--- src/rtl/sd_pkg.sv ---
`default_nettype none
// ============================================================================
// Module      : sd_pkg
// Description : Shared constants, reader state encoding and the CMD17 frame
//               helper for the SPI-mode SD sector reader.
// Revision    : 1.0 - initial release
// ============================================================================
package sd_pkg;

    // SD command / token bytes
    localparam logic [7:0]  c_CMD17       = 8'h51;
    localparam logic [7:0]  c_DATA_TOKEN  = 8'hFE;
    localparam logic [7:0]  c_IDLE_BYTE   = 8'hFF;

    // Sector geometry
    localparam int          c_SECTOR_BYTES = 512;
    localparam int          c_SECTOR_WORDS = 256;

    // CRC16-CCITT generator polynomial
    localparam logic [15:0] c_CRC16_POLY  = 16'h1021;

    // Reader state encoding
    typedef enum logic [2:0] {
        ST_IDLE  = 3'd0,
        ST_CMD   = 3'd1,
        ST_RESP  = 3'd2,
        ST_TOKEN = 3'd3,
        ST_DATA  = 3'd4,
        ST_CRC   = 3'd5,
        ST_TAIL  = 3'd6,
        ST_ERR   = 3'd7
    } rd_state_e;

    // Byte idx (0..5) of the CMD17 frame: opcode, 4 address bytes MSB first,
    // and a dummy CRC byte (CRC is ignored by the card in SPI mode).
    function automatic logic [7:0] cmd_frame_byte(input logic [31:0] addr,
                                                  input logic [2:0]  idx);
        logic [7:0] b;
        case (idx)
            3'd0:    b = c_CMD17;
            3'd1:    b = addr[31:24];
            3'd2:    b = addr[23:16];
            3'd3:    b = addr[15:8];
            3'd4:    b = addr[7:0];
            default: b = c_IDLE_BYTE;
        endcase
        return b;
    endfunction

endpackage : sd_pkg
`default_nettype wire

--- src/rtl/sd_crc16.sv ---
`default_nettype none
// ============================================================================
// Module      : sd_crc16
// Description : Bit-serial CRC16-CCITT (poly 0x1021, init 0), MSB first.
//               Only built when SD_RD_CRC_CHECK_EN is defined, since it is
//               instantiated solely by the reader's CRC check.
// Ports       : clk    - system clock
//               rst_n  - synchronous active-low reset
//               clr    - clear the remainder to 0
//               en     - shift in one data bit
//               din    - data bit
//               crc    - current remainder
// Revision    : 1.0 - initial release
// ============================================================================
`ifdef SD_RD_CRC_CHECK_EN
module sd_crc16
    import sd_pkg::*;
(
    input  logic        clk,
    input  logic        rst_n,
    input  logic        clr,
    input  logic        en,
    input  logic        din,
    output logic [15:0] crc
);

    logic [15:0] crc_q;
    logic [15:0] crc_d;
    logic        w_fb;

    always_comb begin
        w_fb  = crc_q[15] ^ din;
        crc_d = crc_q;
        if (clr) begin
            crc_d = 16'h0000;
        end else if (en) begin
            crc_d = {crc_q[14:0], 1'b0} ^ (w_fb ? c_CRC16_POLY : 16'h0000);
        end
    end

    always_ff @(posedge clk) begin
        if (!rst_n) begin
            crc_q <= 16'h0000;
        end else begin
            crc_q <= crc_d;
        end
    end

    assign crc = crc_q;

endmodule : sd_crc16
`endif
`default_nettype wire

--- src/rtl/sd_sec_read.sv ---
`default_nettype none
// ============================================================================
// Module      : sd_sec_read
// Description : SPI-mode SD single-sector reader. On a rising edge of
//               rd_start_en (card initialised, reader idle) it sends CMD17,
//               waits for R1 and the 0xFE data token, then streams the 512
//               payload bytes out as 256 16-bit words.
// Parameters  : CLK_DIV     - SPI half-period in clk cycles (>= 1)
//               RESP_POLLS  - max poll bytes while waiting for R1
//               TOKEN_POLLS - max poll bytes while waiting for the data token
// Options     : SD_RD_CRC_CHECK_EN - check CRC16 of the payload; a mismatch
//               sets rd_err. Undefined: CRC bytes are discarded.
// Ports       : clk, rst_n (sync, active-low)
//               sd_init_done, rd_start_en, rd_sec_addr    - request side
//               rd_busy, rd_val_en, rd_val_data, rd_err   - result side
//               sd_cs, sd_sclk, sd_mosi, sd_miso          - SPI mode 0 pins
// Revision    : 1.0 - initial release
// ============================================================================
module sd_sec_read
    import sd_pkg::*;
#(
    parameter int CLK_DIV     = 2,
    parameter int RESP_POLLS  = 8,
    parameter int TOKEN_POLLS = 4096
) (
    input  logic        clk,
    input  logic        rst_n,
    input  logic        sd_init_done,
    input  logic        rd_start_en,
    input  logic [31:0] rd_sec_addr,
    output logic        rd_busy,
    output logic        rd_val_en,
    output logic [15:0] rd_val_data,
    output logic        rd_err,
    output logic        sd_cs,
    output logic        sd_sclk,
    output logic        sd_mosi,
    input  logic        sd_miso
);

    localparam int               c_DIV_W      = (CLK_DIV > 1) ? $clog2(CLK_DIV) : 1;
    localparam logic [c_DIV_W-1:0] c_DIV_MAX  = c_DIV_W'(CLK_DIV - 1);
    localparam logic [12:0]      c_RESP_LAST  = 13'(RESP_POLLS - 1);
    localparam logic [12:0]      c_TOKEN_LAST = 13'(TOKEN_POLLS - 1);
    localparam logic [9:0]       c_LAST_DATA  = 10'(c_SECTOR_BYTES - 1);

    rd_state_e            state_q, state_d;
    logic [c_DIV_W-1:0]   div_q, div_d;
    logic [2:0]           bit_q, bit_d;
    logic [9:0]           byte_q, byte_d;
    logic [12:0]          poll_q, poll_d;
    logic [7:0]           tx_q, tx_d;     // tx_q[7] is the MOSI pin
    logic [7:0]           rx_q, rx_d;
    logic [31:0]          addr_q, addr_d;
    logic [7:0]           hi_q, hi_d;     // first (upper) byte of current word
    logic                 start_prev_q;
    logic                 busy_q, busy_d;
    logic                 val_en_q, val_en_d;
    logic [15:0]          val_data_q, val_data_d;
    logic                 err_q, err_d;
    logic                 cs_q, cs_d;
    logic                 sclk_q, sclk_d;

    logic                 w_tick;
    logic                 w_trigger;
    logic [7:0]           w_rx_full;
    logic [7:0]           w_next_byte;
    logic                 w_go_err;

`ifdef SD_RD_CRC_CHECK_EN
    logic [7:0]           crc_hi_q, crc_hi_d;
    logic [15:0]          w_crc;
    logic                 w_crc_en;

    // Payload bits enter the CRC as they are sampled on rising SCLK.
    assign w_crc_en = w_tick & ~sclk_q & (state_q == ST_DATA);

    sd_crc16 u_crc (
        .clk   (clk),
        .rst_n (rst_n),
        .clr   (w_trigger),
        .en    (w_crc_en),
        .din   (sd_miso),
        .crc   (w_crc)
    );
`endif

    assign w_tick    = (div_q == c_DIV_MAX);
    assign w_trigger = rd_start_en & ~start_prev_q & sd_init_done & (state_q == ST_IDLE);
    assign w_rx_full = {rx_q[6:0], sd_miso};

    // Rising SCLK samples MISO and emits completed words; falling SCLK shifts
    // MOSI and, on the last bit of a byte, makes all per-byte state decisions
    // using the fully assembled rx_q.
    always_comb begin
        state_d     = state_q;
        div_d       = div_q;
        bit_d       = bit_q;
        byte_d      = byte_q;
        poll_d      = poll_q;
        tx_d        = tx_q;
        rx_d        = rx_q;
        addr_d      = addr_q;
        hi_d        = hi_q;
        busy_d      = busy_q;
        val_en_d    = 1'b0;
        val_data_d  = val_data_q;
        err_d       = err_q;
        cs_d        = cs_q;
        sclk_d      = sclk_q;
        w_next_byte = c_IDLE_BYTE;
        w_go_err    = 1'b0;
`ifdef SD_RD_CRC_CHECK_EN
        crc_hi_d    = crc_hi_q;
`endif

        if (state_q == ST_IDLE) begin
            div_d = '0;
            if (w_trigger) begin
                state_d = ST_CMD;
                busy_d  = 1'b1;
                cs_d    = 1'b0;
                err_d   = 1'b0;
                addr_d  = rd_sec_addr;
                tx_d    = c_CMD17;      // first MOSI bit set up before first rise
                sclk_d  = 1'b0;
                bit_d   = 3'd0;
                byte_d  = 10'd0;
                poll_d  = 13'd0;
            end
        end else begin
            div_d = w_tick ? '0 : div_q + 1'b1;
            if (w_tick) begin
                if (!sclk_q) begin
                    sclk_d = 1'b1;
                    rx_d   = w_rx_full;
                    if (bit_q == 3'd7) begin
                        if (state_q == ST_DATA) begin
                            if (!byte_q[0]) begin
                                hi_d = w_rx_full;
                            end else begin
                                val_en_d   = 1'b1;
                                val_data_d = {hi_q, w_rx_full};
                            end
                        end
`ifdef SD_RD_CRC_CHECK_EN
                        if (state_q == ST_CRC && !byte_q[0]) begin
                            crc_hi_d = w_rx_full;
                        end
`endif
                    end
                end else begin
                    sclk_d = 1'b0;
                    bit_d  = bit_q + 3'd1;
                    tx_d   = {tx_q[6:0], 1'b1};
                    if (bit_q == 3'd7) begin
                        byte_d = byte_q + 10'd1;
                        case (state_q)
                            ST_CMD: begin
                                if (byte_q == 10'd5) begin
                                    state_d = ST_RESP;
                                    byte_d  = 10'd0;
                                    poll_d  = 13'd0;
                                end else begin
                                    w_next_byte = cmd_frame_byte(addr_q, byte_q[2:0] + 3'd1);
                                end
                            end
                            ST_RESP: begin
                                if (!rx_q[7]) begin
                                    if (rx_q == 8'h00) begin
                                        state_d = ST_TOKEN;
                                        poll_d  = 13'd0;
                                    end else begin
                                        w_go_err = 1'b1;
                                    end
                                end else if (poll_q == c_RESP_LAST) begin
                                    w_go_err = 1'b1;
                                end else begin
                                    poll_d = poll_q + 13'd1;
                                end
                            end
                            ST_TOKEN: begin
                                if (rx_q == c_DATA_TOKEN) begin
                                    state_d = ST_DATA;
                                    byte_d  = 10'd0;
                                end else if (rx_q[7:4] == 4'h0) begin
                                    w_go_err = 1'b1;  // data error token
                                end else if (poll_q == c_TOKEN_LAST) begin
                                    w_go_err = 1'b1;
                                end else begin
                                    poll_d = poll_q + 13'd1;
                                end
                            end
                            ST_DATA: begin
                                if (byte_q == c_LAST_DATA) begin
                                    state_d = ST_CRC;
                                    byte_d  = 10'd0;
                                end
                            end
                            ST_CRC: begin
                                if (byte_q[0]) begin
                                    state_d = ST_TAIL;
                                    cs_d    = 1'b1;
`ifdef SD_RD_CRC_CHECK_EN
                                    if ({crc_hi_q, rx_q} != w_crc) begin
                                        err_d = 1'b1;
                                    end
`endif
                                end
                            end
                            ST_TAIL, ST_ERR: begin
                                // 8 idle clocks with CS high are done
                                state_d = ST_IDLE;
                                busy_d  = 1'b0;
                            end
                            default: begin
                                state_d = ST_IDLE;
                            end
                        endcase
                        if (w_go_err) begin
                            state_d = ST_ERR;
                            cs_d    = 1'b1;
                            err_d   = 1'b1;
                        end
                        tx_d = w_next_byte;
                    end
                end
            end
        end
    end

    always_ff @(posedge clk) begin
        if (!rst_n) begin
            state_q      <= ST_IDLE;
            div_q        <= '0;
            bit_q        <= 3'd0;
            byte_q       <= 10'd0;
            poll_q       <= 13'd0;
            tx_q         <= c_IDLE_BYTE;
            rx_q         <= 8'h00;
            addr_q       <= 32'h0;
            hi_q         <= 8'h00;
            start_prev_q <= 1'b0;
            busy_q       <= 1'b0;
            val_en_q     <= 1'b0;
            val_data_q   <= 16'h0000;
            err_q        <= 1'b0;
            cs_q         <= 1'b1;
            sclk_q       <= 1'b0;
`ifdef SD_RD_CRC_CHECK_EN
            crc_hi_q     <= 8'h00;
`endif
        end else begin
            state_q      <= state_d;
            div_q        <= div_d;
            bit_q        <= bit_d;
            byte_q       <= byte_d;
            poll_q       <= poll_d;
            tx_q         <= tx_d;
            rx_q         <= rx_d;
            addr_q       <= addr_d;
            hi_q         <= hi_d;
            start_prev_q <= rd_start_en;
            busy_q       <= busy_d;
            val_en_q     <= val_en_d;
            val_data_q   <= val_data_d;
            err_q        <= err_d;
            cs_q         <= cs_d;
            sclk_q       <= sclk_d;
`ifdef SD_RD_CRC_CHECK_EN
            crc_hi_q     <= crc_hi_d;
`endif
        end
    end

    assign rd_busy     = busy_q;
    assign rd_val_en   = val_en_q;
    assign rd_val_data = val_data_q;
    assign rd_err      = err_q;
    assign sd_cs       = cs_q;
    assign sd_sclk     = sclk_q;
    assign sd_mosi     = tx_q[7];

endmodule : sd_sec_read
`default_nettype wire

--- config.mk ---
export PLATFORM = sky130hd
export DESIGN_NAME = sd_sec_read
export DESIGN_NICKNAME = d
export VERILOG_FILES = /design/src/rtl/sd_pkg.sv /design/src/rtl/sd_crc16.sv /design/src/rtl/sd_sec_read.sv
export SDC_FILE = /design/constraint.sdc
export NUM_CORES = 1
export LEC_CHECK = 0
export BUFFER_PORTS_ARGS = -buffer_cell sky130_fd_sc_hd__buf_2
export CAP_MARGIN = 5
export CELL_PAD_IN_SITES_DETAIL_PLACEMENT = 1
export CELL_PAD_IN_SITES_GLOBAL_PLACEMENT = 1
export CORE_ASPECT_RATIO = 0.5
export CORE_MARGIN = 1.5
export CORE_UTILIZATION = 39
export DETAILED_ROUTE_END_ITERATION = 12
export GPL_ROUTABILITY_DRIVEN = 0
export PLACE_DENSITY = 0.84
export SYNTH_ARGS = -nofsm -noshare
export SYNTH_HDL_FRONTEND = slang
export SYNTH_SLANG_ARGS = --single-unit
--- constraint.sdc ---
create_clock -name clk -period 2.24 [get_ports clk]
set_clock_uncertainty 0.15 [all_clocks]
set_input_delay 0.224 -clock clk [delete_from_list [all_inputs] [get_ports clk]]
set_output_delay 0.224 -clock clk [all_outputs]
set_load 0.03 [all_outputs]
[Word level (Yosys, flattened, before mapping)]
Cells that the tools add are included.
Cells by class
  $add $sub $neg: 5
  equal/unequal tests: 30
  multiplexer cells: 81
  bitwise logic cells: 11
  reductions and logical operators: 27
Operator list (count)
  13-bit 2-to-1 mux: 12
  10-bit 2-to-1 mux: 8
  8-bit 2-to-1 mux: 7
  3-bit 2-to-1 mux: 16
  8-bit case mux with 5 select lines: 1
  13-bit case mux with 3 select lines: 1
  1-bit 2-to-1 mux: 33
  10-bit case mux with 3 select lines: 1
  4-bit != test (second input constant): 7
  3-bit equality test (second input constant): 6
  6-bit AND reduction: 3
  3-bit case mux with 5 select lines: 1
  13-bit by 1-bit adder with 13-bit output (second input constant): 1
  13-bit by 12-bit equality test with 1-bit output (second input constant): 1
  13-bit by 3-bit equality test with 1-bit output (second input constant): 1
  3-bit by 2-bit equality test with 1-bit output (second input constant): 4
  3-bit != test (second input constant): 4
  11-bit AND reduction: 1
  10-bit by 1-bit adder with 10-bit output (second input constant): 1
  10-bit by 3-bit equality test with 1-bit output (second input constant): 1
  10-bit by 9-bit equality test with 1-bit output (second input constant): 1
  10-bit AND reduction: 1
  5-bit AND reduction: 2
  2-bit nonzero test: 5
  other kinds (20): 35
Word-level totals
  bits in registers: 108
  bits of input ports: 37
  output and inout port bits: 22
  word-level logic and storage cells: 170

[Logic depth before layout (Yosys ltp)]
  depth in word-level cells: 14
  depth in mapped cells: 9
  mapped depth without buffers: 8

[Least setup slack after synthesis]
Ideal clock, no wire load.
  kind: reg2reg
  start: register byte_q[1]
  end: register tx_q[0]
  setup time: 0.141 ns
  arrival: 2.060 ns
  required time: 1.949 ns
  setup slack: -0.111 ns
  cell stages (with the launch flop): 9
  path buffers: 0
  period minus slack after synthesis: 2.351 ns
  cell sequence: dfxtp_1 -> inv_1 -> ha_1 -> nor2b_1 -> a311oi_2 -> nand3_1 -> or3_1 -> a311oi_1 -> o211ai_1
On the way
  word-level cells in the longest chain between the ends: 9
  elaborated cells between the ends (all ways): 14
  classes of those cells: 1 x add/sub; 5 x eq/ne; 7 x mux; 1 x reduce/logical
Ends and longest elaborated chain
  start: declaration: line sd_sec_read.sv:50  | logic [9:0] byte_q, byte_d;
  start signal: assignment: line sd_sec_read.sv:257  | byte_q <= byte_d;
  3-bit by 1-bit adder with 3-bit output: line sd_sec_read.sv:165  | w_next_byte = cmd_frame_byte(addr_q, byte_q[2:0] + 3'd1);
  3-bit equality test (tied with other cells): line sd_pkg.sv:39  | case (idx)
  8-bit case mux with 5 select lines: line sd_pkg.sv:39
  8-bit 2-to-1 mux (*): line sd_sec_read.sv:160  | if (byte_q == 10'd5) begin
  8-bit 2-to-1 mux (*): line sd_sec_read.sv:158  | case (state_q)
  8-bit 2-to-1 mux (*): line sd_sec_read.sv:156  | if (bit_q == 3'd7) begin
  8-bit 2-to-1 mux (*): line sd_sec_read.sv:134  | if (!sclk_q) begin
  8-bit 2-to-1 mux (*): line sd_sec_read.sv:133  | if (w_tick) begin
  8-bit 2-to-1 mux (*): line sd_sec_read.sv:117  | if (state_q == ST_IDLE) begin
  end signal: assignment: line sd_sec_read.sv:239  | tx_q <= c_IDLE_BYTE;
  end signal: assignment: line sd_sec_read.sv:259  | tx_q <= tx_d;
  end: declaration: line sd_sec_read.sv:52  | logic [7:0] tx_q, tx_d;
Mark *: on every way between the ends. The rest lies on a longest branch, timed or not. The select of a mux whose other input is x is not followed.
A chain may end at the register's enable or synchronous reset.

[Worst setup path after layout]
  start: register rx_q[5]
  end: register poll_q[5]
On the way
  word-level cells in the longest chain between the ends: 3
  elaborated cells between the ends (all ways): 7
  classes of those cells: 4 x eq/ne; 3 x reduce/logical
Ends and longest elaborated chain
  start: declaration: line sd_sec_read.sv:53  | logic [7:0] rx_q, rx_d;
  start signal: assignment: line sd_sec_read.sv:260  | rx_q <= rx_d;
  8-bit equality test (tied with other cells): line sd_sec_read.sv:183  | if (rx_q == c_DATA_TOKEN) begin
  3-bit != test (no line) / 4-bit != test (equally long branches)
  11-bit AND reduction (no line) (*)
  end signal: assignment: line sd_sec_read.sv:258  | poll_q <= poll_d;
  end: declaration: line sd_sec_read.sv:51  | logic [12:0] poll_q, poll_d;
Mark *: on every way between the ends. The rest lies on a longest branch, timed or not.

==> PnR_summary.wiki <==
{| class="wikitable"
! Metric !! Value
|-
| Count of maximum capacitance violations || 0
|-
| Largest cells by area after synthesis || sky130_fd_sc_hd__dfxtp_1, sky130_fd_sc_hd__nand2_1, sky130_fd_sc_hd__a21oi_1
|-
| HP Class || input pin to flip-flop
|-
| Data arrival, critical path || 2.41 ns
|-
| TritonCTS clock tree || built
|-
| Initial standard-cell utilization of the core || 0.411
|-
| Yosys warning count || 0
|-
| Category of the critical setup timing path || flip-flop to flip-flop
|-
| Maximum root-to-sink buffer count || 2
|-
| Via total after detailed routing || 5342
|-
| Syn Std Cell Area || 5000 um2
|-
| Total of buffers placed on input and output ports || 58
|-
| Worst relative slew slack || 0.600
|-
| End of the worst register-to-register path || poll_q[5]
|-
| Number of nets in the finished design || 790
|-
| Maximum operating frequency || 433 MHz
|-
| Slowest stage cell on the critical path || sky130_fd_sc_hd__dfxtp_1
|-
| Number of sinks driven by the clock tree || 108
|-
| Die footprint || 13500 um2
|-
| Global-route wire length before repair || 27000 um
|-
| Leakage || 0.00275 uW
|-
| Initial antenna violation count || 0
|-
| Critical R2R Launch || rx_q[5]
|-
| Unrepaired setup endpoints after global routing || true
|-
| Run status || complete, but fails checks
|-
| Filler Cell Count || 1398
|-
| Launching instance or port of the critical path || rx_q[5]
|-
| Most common cell after layout, fill and taps aside || sky130_fd_sc_hd__dfxtp_1
|-
| Number of nets still failing antenna checks after routing || 0
|-
| Commonest cells after routing, fill and taps aside || sky130_fd_sc_hd__dfxtp_1, sky130_fd_sc_hd__nand2_1, sky130_fd_sc_hd__buf_4, sky130_fd_sc_hd__a21oi_1, sky130_fd_sc_hd__buf_2
|-
| Syn_area_per_cell || 8.42 um2
|-
| Synth-to-Final Area Change || 37.3%
|-
| Largest net degree at the start of global routing || 35
|-
| Max-slew violation count || 0
|-
| Count of unique library cells instantiated by Yosys || 60
|-
| Vias in the first global route || 5353
|-
| Required arrival time at the worst endpoint || 2.34 ns
|-
| Place WS || -0.114 ns
|-
| Fraction of layout instances using a drive strength above 1 || 0.290
|-
| Final instance area || 6870 um2
|-
| Die outline width || 163 um
|-
| Die Span Y || 83.1 um
|-
| Period utilization || 1.03
|-
| Min setup slack post-route || -0.0681 ns
|-
| Number of primary I/O pins || 59
|-
| Standard cell area after detailed placement || 5890 um2
|-
| Largest fanout on the critical path || 8
|-
| Starting DRC count in detailed routing || 422
|-
| Post-synth EDFFs || 0
|-
| DR vias/cell || 5.87
|-
| Max VDD drop || 0.325 mV
|-
| Worst R2R Path Depth || 8
|-
| Hold depth || 3
|-
| Fraction of synthesized cell area taken by the top area cell type || 0.432
|-
| Main synth FF type || sky130_fd_sc_hd__dfxtp_1
|-
| Root buf cell || sky130_fd_sc_hd__clkbuf_16
|-
| Total track usage || 0.251
|-
| Area leader, netlist || sky130_fd_sc_hd__dfxtp_1
|-
| Slack of the worst reg-to-reg path || -0.07 ns
|-
| Share of flip-flops with an asynchronous set or reset || 0
|-
| # rows || 28
|-
| 1st-pass router iterations || 7
|-
| HP Start || rd_sec_addr[9]
|-
| N_diodes || 0
|-
| Synthesized instance count || 594
|-
| CORE AREA || 12200 um2
|-
| Crit-path most repeated cell || sky130_fd_sc_hd__buf_4
|-
| Insertion delay to the later sink of the worst-skew pair || 0.36 ns
|-
| Net Count, Synth || 644
|-
| Grt total ovfl || 0
|-
| Flip-flop and latch count after synthesis || 108
|-
| DRC violations left || 0
|-
| # setup viols final || 13
|-
| Kind of launch point of the worst setup path || flip-flop
|-
| Level count of the clock H-tree || 3
|-
| Violated checks || setup timing
|-
| Final total negative setup slack || -0.473 ns
|-
| DPL Wire Length || 10600 um
|-
| Endpoint type of the worst setup path || flip-flop
|-
| Sequential fraction of the synthesis area || 0.432
|-
| Cells traversed along the worst timing path || nand4_1 -> o21ai_2 -> a311oi_4 -> buf_4 -> o21ai_4 -> buf_4 -> nor3b_2 -> o21a_1
|-
| Final Hold Fails || 0
|-
| Hold worst-path end || addr_q[9]
|-
| Clock-pin slew of the registers on the worst-case setup and hold paths || 0.08 ns
|-
| Period minus WS final || 2.31 ns
|-
| Routed Wire Length || 19200 um
|-
| Max incr delay on CP || 0.43 ns
|-
| Post-DR wirelength/cell || 21.1 um
|-
| Tightest Pin Transition || 0.599 ns
|-
| Number of buffers inserted during clock tree synthesis || 9
|-
| Power Dens Cells || 599 nW/um2
|}
-- worst max-delay path by stage --
stage | endpoint | slack [ns]
global placement | poll_q[4] | -0.04
detailed placement | tx_q[0] | -0.11
finish | poll_q[5] | -0.07
floorplan | tx_q[0] | -0.09
global route | state_q[2] | -0.13
CTS | poll_q[2] | 0.001
-- repair_timing --
item	CTS	global route
buffers inserted	1	10
gates cloned	1	0
setup endpoints to repair	23	45
pin swaps	2	15
resized for setup	18	50
hold buffers	32	0
hold endpoints to repair	32	0
-- report_power, final --
part | switching [uW] | internal [uW] | leakage [uW]
Clock | 818 | 812 | 0.000147
Combinational | 273 | 203 | 0.00172
Sequential | 35.8 | 1970 | 0.000877
-- flip-flops by register name, indices dropped and copies added, names as in the netlist --
register,count
addr_q,32
rd_val_data,16
poll_q,13
byte_q,10
hi_q,8
rx_q,8
tx_q,8
bit_q,3
state_q,3
div_q,1
rd_busy,1
rd_err,1
rd_val_en,1
sd_cs,1
sd_sclk,1
start_prev_q,1
-- cells in the mapped netlist, drive strengths merged, types with 3 or more instances --
cell       n
dfxtp    108
nand2     96
a21oi     64
nor2      58
o21ai     32
clkbuf    29
mux2i     24
nand3     22
ha        13
buf       11
a31oi     10
o21a      10
inv        9
a222oi     8
nor4       8
and3       7
or3        7
nor3       6
o221ai     6
o31ai      5
xor2       5
nand4      4
nor2b      4
nor3b      4
o211ai     4
a22oi      3
a311oi     3
o2111ai    3
o32ai      3
xnor2      3
-- metrics by stage --
| stage | util | std cells | total power [uW] | hold WS [ns] |
|---|---|---|---|---|
| finish | 0.565 | 910 | 4110 | 0.000252 |
| global route | 0.565 | 910 | 4230 | 0.00597 |
| CTS | 0.544 | 900 | 4040 | 0.00146 |
| detailed placement | 0.485 | 850 | 2410 | 0.300 |
| global placement | 0.485 | 850 | 2390 | 0.292 |
| floorplan | - | 594 | 2260 | 0.196 |
-- final cells by class --
class	instances	area, um2	area share
Clock buffer	10	239	0.0348
Clock inverter	6	53.8	0.00784
Multi-Input combinational cell	437	2860	0.416
Tap cell	165	206	0.0301
Timing Repair Buffer	175	1300	0.189
Inverter	9	41.3	0.00601
Sequential cell	108	2170	0.316
-- critical path: cells and delay by family (launching register included) --
kind                   cells  cell delay (ns)
buffers and inverters      2             0.38
AOI/OAI and AO/OA          4             0.88
DFF                        1             0.43
and+or+nand+nor            2             0.36
-- metal layers --
layer / GRT usage / part of all wire / wire, um
met5: 0 / 0 / 0
met1: 0.301 / 0.41 / 7940
met2: 0.440 / 0.50 / 9670
met4: 0.0876 / 0.035 / 675
met3: 0.0559 / 0.048 / 920
-- cells by family (layout without fill, tap and decap cells) --
family | count (synthesis) | in the layout | share of synthesized area
and+or+nand+nor | 229 | 229 | 0.218
AOI/OAI and AO/OA | 163 | 163 | 0.210
DFF | 108 | 108 | 0.432
buffers and inverters | 49 | 200 | 0.0448
muxes | 24 | 24 | 0.0480
adders and majority gates | 13 | 13 | 0.0325
xor gates and xnor gates | 8 | 8 | 0.0140
No activity file was read; power rests on OpenSTA's default activity.
